$ cat config.mk
export PLATFORM = sky130hd
export DESIGN_NAME = counter
export DESIGN_NICKNAME = d
export VERILOG_FILES = /design/src/rtl/counter.sv
export SDC_FILE = /design/constraint.sdc
export NUM_CORES = 1
export LEC_CHECK = 0
export BUFFER_PORTS_ARGS = -buffer_cell sky130_fd_sc_hd__buf_2
export CORE_ASPECT_RATIO = 0.6
export CORE_MARGIN = 5
export CORE_UTILIZATION = 25
export DETAILED_ROUTE_END_ITERATION = 8
export GPL_TIMING_DRIVEN = 0
export MAX_ROUTING_LAYER = met4
export PLACE_DENSITY = 0.47
export SYNTH_ARGS = -nofsm -noshare
export SYNTH_HDL_FRONTEND = slang
export SYNTH_SLANG_ARGS = --single-unit
$ cat constraint.sdc
create_clock -name i_clk -period 4.9 [get_ports i_clk]
set_input_delay 0.735 -clock i_clk [delete_from_list [all_inputs] [get_ports i_clk]]
set_output_delay 0.735 -clock i_clk [all_outputs]
set_load 0.01 [all_outputs]
$ cat src/rtl/counter.sv
// Up/down binary counter with synchronous clear, parallel load and a registered wrap flag.
// Define COUNTER_SATURATE_EN to make the count stick at its bounds instead of wrapping.
module counter #(
  parameter int WIDTH      = 8,
  parameter int LOAD_WIDTH = 16
) (
  input  logic                  i_clk,
  input  logic                  i_rst,
  input  logic                  i_clr,
  input  logic                  i_en,
  input  logic                  i_load,
  input  logic                  i_up_dn,
  input  logic [LOAD_WIDTH-1:0] i_d,
  output logic [WIDTH-1:0]      o_q,
  output logic                  o_ovf
);

  localparam logic [WIDTH-1:0] MAX_VAL = '1;
  localparam logic [WIDTH-1:0] ONE_VAL = WIDTH'(1);

  logic [WIDTH-1:0] r_q;
  logic             r_ovf;
  logic [WIDTH-1:0] w_load_val;
  logic [WIDTH-1:0] w_step;
  logic             w_at_bound;
  logic             w_unused_d;

  // Resize the load word: low bits pass through, bits beyond LOAD_WIDTH read as zero.
  generate
    for (genvar gi = 0; gi < WIDTH; gi++) begin : g_load_bit
      if (gi < LOAD_WIDTH) begin : g_from_d
        assign w_load_val[gi] = i_d[gi];
      end else begin : g_zero
        assign w_load_val[gi] = 1'b0;
      end
    end
  endgenerate

  // Upper load bits are intentionally discarded when LOAD_WIDTH exceeds WIDTH.
  assign w_unused_d = ^i_d;

  assign w_at_bound = i_up_dn ? (r_q == '0) : (r_q == MAX_VAL);
  assign w_step     = i_up_dn ? (r_q - ONE_VAL) : (r_q + ONE_VAL);

  always_ff @(posedge i_clk or posedge i_rst) begin
    if (i_rst) begin
      r_q   <= '0;
      r_ovf <= 1'b0;
    end else if (i_clr) begin
      r_q   <= '0;
      r_ovf <= 1'b0;
    end else if (i_load) begin
      r_q   <= w_load_val;
      r_ovf <= 1'b0;
    end else if (i_en) begin
`ifdef COUNTER_SATURATE_EN
      // Pushing past a bound holds the count and keeps the flag raised.
      if (w_at_bound) begin
        r_ovf <= 1'b1;
      end else begin
        r_q   <= w_step;
        r_ovf <= 1'b0;
      end
`else
      r_q   <= w_step;
      r_ovf <= w_at_bound;
`endif
    end else begin
      r_ovf <= 1'b0;
    end
  end

  assign o_q   = r_q;
  assign o_ovf = r_ovf;

endmodule

==> key figures <==
Critical path
  • R2r setup slk: 3.08 ns
  • CP Capture Type: flop
  • Reg2Reg Launch Point: o_q[1]
  • Critical path data arrival time: 2.22 ns
  • Reg2Reg Depth: 5
  • Worst reg2reg endpoint: o_q[7]
  • Crit path kind: input port to flop
  • Crit Path Max Fanout: 9
  • Worst path required time: 5.03 ns
  • Setup crit start kind: input port

Clock tree
  • CTS root buffer: clkbuf_8
  • CTS Hold Bufs: 0
  • Htree depth: 1
  • Resize count post-CTS: 0
  • Worst-path clk slew: 0.04 ns
  • Clock buffer depth: 2
  • Clk_lat worst skew: 0.23 ns
  • Clock sink total: 9
  • Num CTS Buffers: 3
  • Post-CTS Setup Inserts: 0
  • TritonCTS clock tree: done

Drt
  • DR WL met2: 941 um
  • Pre-antenna DRT Iters: 4
  • Starting DRC count in detailed routing: 34
  • Post-DRT Antenna Nets: 0
  • Final WL: 2330 um
  • WL met1: 1320 um
  • Remaining DRCs: 0
  • Routed wire per std cell: 14.5 um
  • Max Used Layer: met3
  • WL met3: 70 um
  • DR vias: 810
  • Vias per cell: 5.03

Finish
  • Ratio of cells with drive above 1 in the final layout: 27.6%
  • Reg area: 225 um2
  • Layout fillers: 356
  • Area of the multi-input gates: 551 um2
  • Final nets: 146
  • ANT cells: 0
  • Area Growth Syn to Fin: 24.3%
  • Non-filler instance count after layout: 161
  • Finished Core Util: 32.0%
  • Post-route cell area: 1030 um2

Global route
  • GRT Overall Usage: 10.6%
  • Largest net degree at the start of global routing: 11
  • Number of global-route vias before repair: 714
  • First-pass GRT wire length: 3620 um
  • Initial antenna violation count: 0
  • Grt ovf: 0

Power and ir drop
  • Sequential share of power: 34.8%
  • VDD IR max: 0.211 mV
  • Combinational share of power: 33.2%
  • Pwr Density: 252 nW/um2
  • Net load switching power: 0.0822 mW
  • LEAKAGE: 0.484 nW
  • Sw Ratio: 31.6%
  • Clock power share: 31.9%
  • Internal power: 0.178 mW

Floorplan
  • Core Area: 3220 um2
  • IO Count: 31
  • Die X-Extent: 84.4 um
  • FP Rows: 16
  • Die Y: 54.6 um
  • Starting density of the core: 25.7%
  • Die Area: 4610 um2

Yosys
  • Top FF cell, synth: dfrtp_1
  • Seq/Total Area, Yosys: 27.1%
  • Synthesized flop and latch total: 9
  • Synth async-reset ratio: 100%
  • Post-synthesis cell type count: 39
  • Synth Area per Inst: 9.02 um2
  • EDFF count, synth: 0
  • Gate Count Post-Synth: 92
  • Mapped cell area: 830 um2
  • Synth Warn #: 0
  • Syn_nets: 121

STA
  • Setup-failing EPs final: 0
  • Final Hold Viols: 0
  • Final TNS setup: 0 ns
  • Final Skew: 0.000968 ns
  • Pins over their slew limit: 0
  • Final period utilization: 42.7%
  • Highest clock rate: 478 MHz
  • WHS: 0.461 ns
  • Final min period: 2.09 ns
  • RSZ-0062 raised after global routing: false
  • Slew @ Worst Pin: 0.484 ns
  • Max transition margin: 67.8%

Run
  • Max-Cap Viols: 0

Place
  • Buffers on Ports: 20
  • Placer congestion estimate: 0.795
  • Dpl cells: 157
  • Hpwl dp: 1870 um
  • Post-DP Area: 986 um2

Outcome
  • Outcome: finished, final reports clean

Min path
  • Hold WC Path Type: input port to asynchronous set/reset pin
==> power groups by stage <==
stage                     Clock, mW  Sequential [mW]  Combinational [mW]
after floorplan                   0           0.0917              0.0578
after global placement            0           0.0916              0.0854
after detailed placement          0           0.0917              0.0858
after CTS                    0.0857           0.0907              0.0866
after global routing         0.0925           0.0918              0.0953
final                        0.0830           0.0906              0.0864
==> Yosys cell counts (all sizes together) (2+ instances only) <==
| library cell | n | share of area [%] |
|---|---|---|
| dfrtp | 9 | 27 |
| a21oi | 8 | 4.8 |
| nor2 | 8 | 3.6 |
| ha | 6 | 9.0 |
| inv | 5 | 2.3 |
| a22oi | 4 | 3.6 |
| nand2 | 4 | 1.8 |
| nand3 | 4 | 3.0 |
| a211oi | 3 | 2.7 |
| buf | 3 | 3.8 |
| nor3b | 3 | 2.7 |
| nor4 | 3 | 2.3 |
| or2 | 3 | 2.3 |
| xnor2 | 3 | 3.2 |
| a211o | 2 | 2.1 |
| mux2i | 2 | 2.4 |
| nand2b | 2 | 1.5 |
| or4b | 2 | 2.4 |
==> metal layers <==
layer / global-route usage (%) / vias up
met5: - / -
met4: 0.789 / 0
met3: 3.01 / 0
met2: 15.6 / 20
met1: 15.1 / 391
li1: - / 399
==> through the flow <==
| step | total power [mW] | worst slack (ns) |
|---|---|---|
| after floorplan | 0.150 | 2.87 |
| after global placement | 0.177 | 2.55 |
| after detailed placement | 0.178 | 2.57 |
| after CTS | 0.263 | 2.80 |
| after global routing | 0.280 | 2.73 |
| final | 0.260 | 2.81 |
==> how the worst max path moves through the flow <==
stage	startpoint	endpoint	slack, ns	depth (start not counted)
after global routing	i_up_dn	o_q[6]	2.73	7
after global placement	i_up_dn	o_q[6]	2.55	7
after detailed placement	i_up_dn	o_q[6]	2.57	7
after CTS	i_up_dn	o_q[6]	2.80	7
after floorplan	i_clr	o_q[5]	2.87	6
final	i_up_dn	o_q[6]	2.81	7
==> critical path, stage by stage <==
cell	delay, ns
buf_2	0.21
inv_1	0.12
fa_1	0.47
nor2b_1	0.17
o2111a_1	0.22
nor4_1	0.06
o31ai_1	0.23
==> cell type report <==
type,instances,area share [%]
tap,45,5.46
buffer,4,3.40
timing repair buffer,20,9.71
clock buffer,4,4.37
multi-input combinational,74,53.4
inverter,5,1.82
sequential,9,21.8
==> registers in the layout, summed over array words and instances, names as in the netlist <==
signal and cells:
o_q 8, o_ovf 1
==> logic make-up after synthesis <==
| family | Yosys count | synth area share (%) |
|---|---|---|
| xor+xnor | 3 | 3.17 |
| compound gates | 26 | 23.2 |
| mux | 3 | 3.77 |
| flops | 9 | 27.1 |
| fa+ha+maj | 7 | 11.5 |
| simple gates | 35 | 24.7 |
| buf+inv | 9 | 6.48 |
==> cell usage in the layout, fill, tap and decap left out, types with 2 or more instances in the layout <==
cell | netlist | final
clkbuf_1 | 1 | 2
ha_1 | 6 | 6
a22oi_1 | 4 | 4
nor4_1 | 3 | 3
nor3b_1 | 3 | 3
buf_2 | 1 | 21
a211o_1 | 2 | 2
nand2b_1 | 2 | 2
a211oi_1 | 3 | 3
or4b_1 | 2 | 2
mux2i_1 | 2 | 2
nor2_1 | 8 | 8
dfrtp_1 | 9 | 9
a21oi_1 | 8 | 8
or2_2 | 3 | 3
clkbuf_8 | 0 | 3
inv_1 | 5 | 5
nand2_1 | 4 | 4
nand3_1 | 3 | 3
xnor2_1 | 3 | 3
Note: power is estimated with default switching activity, not from simulation.
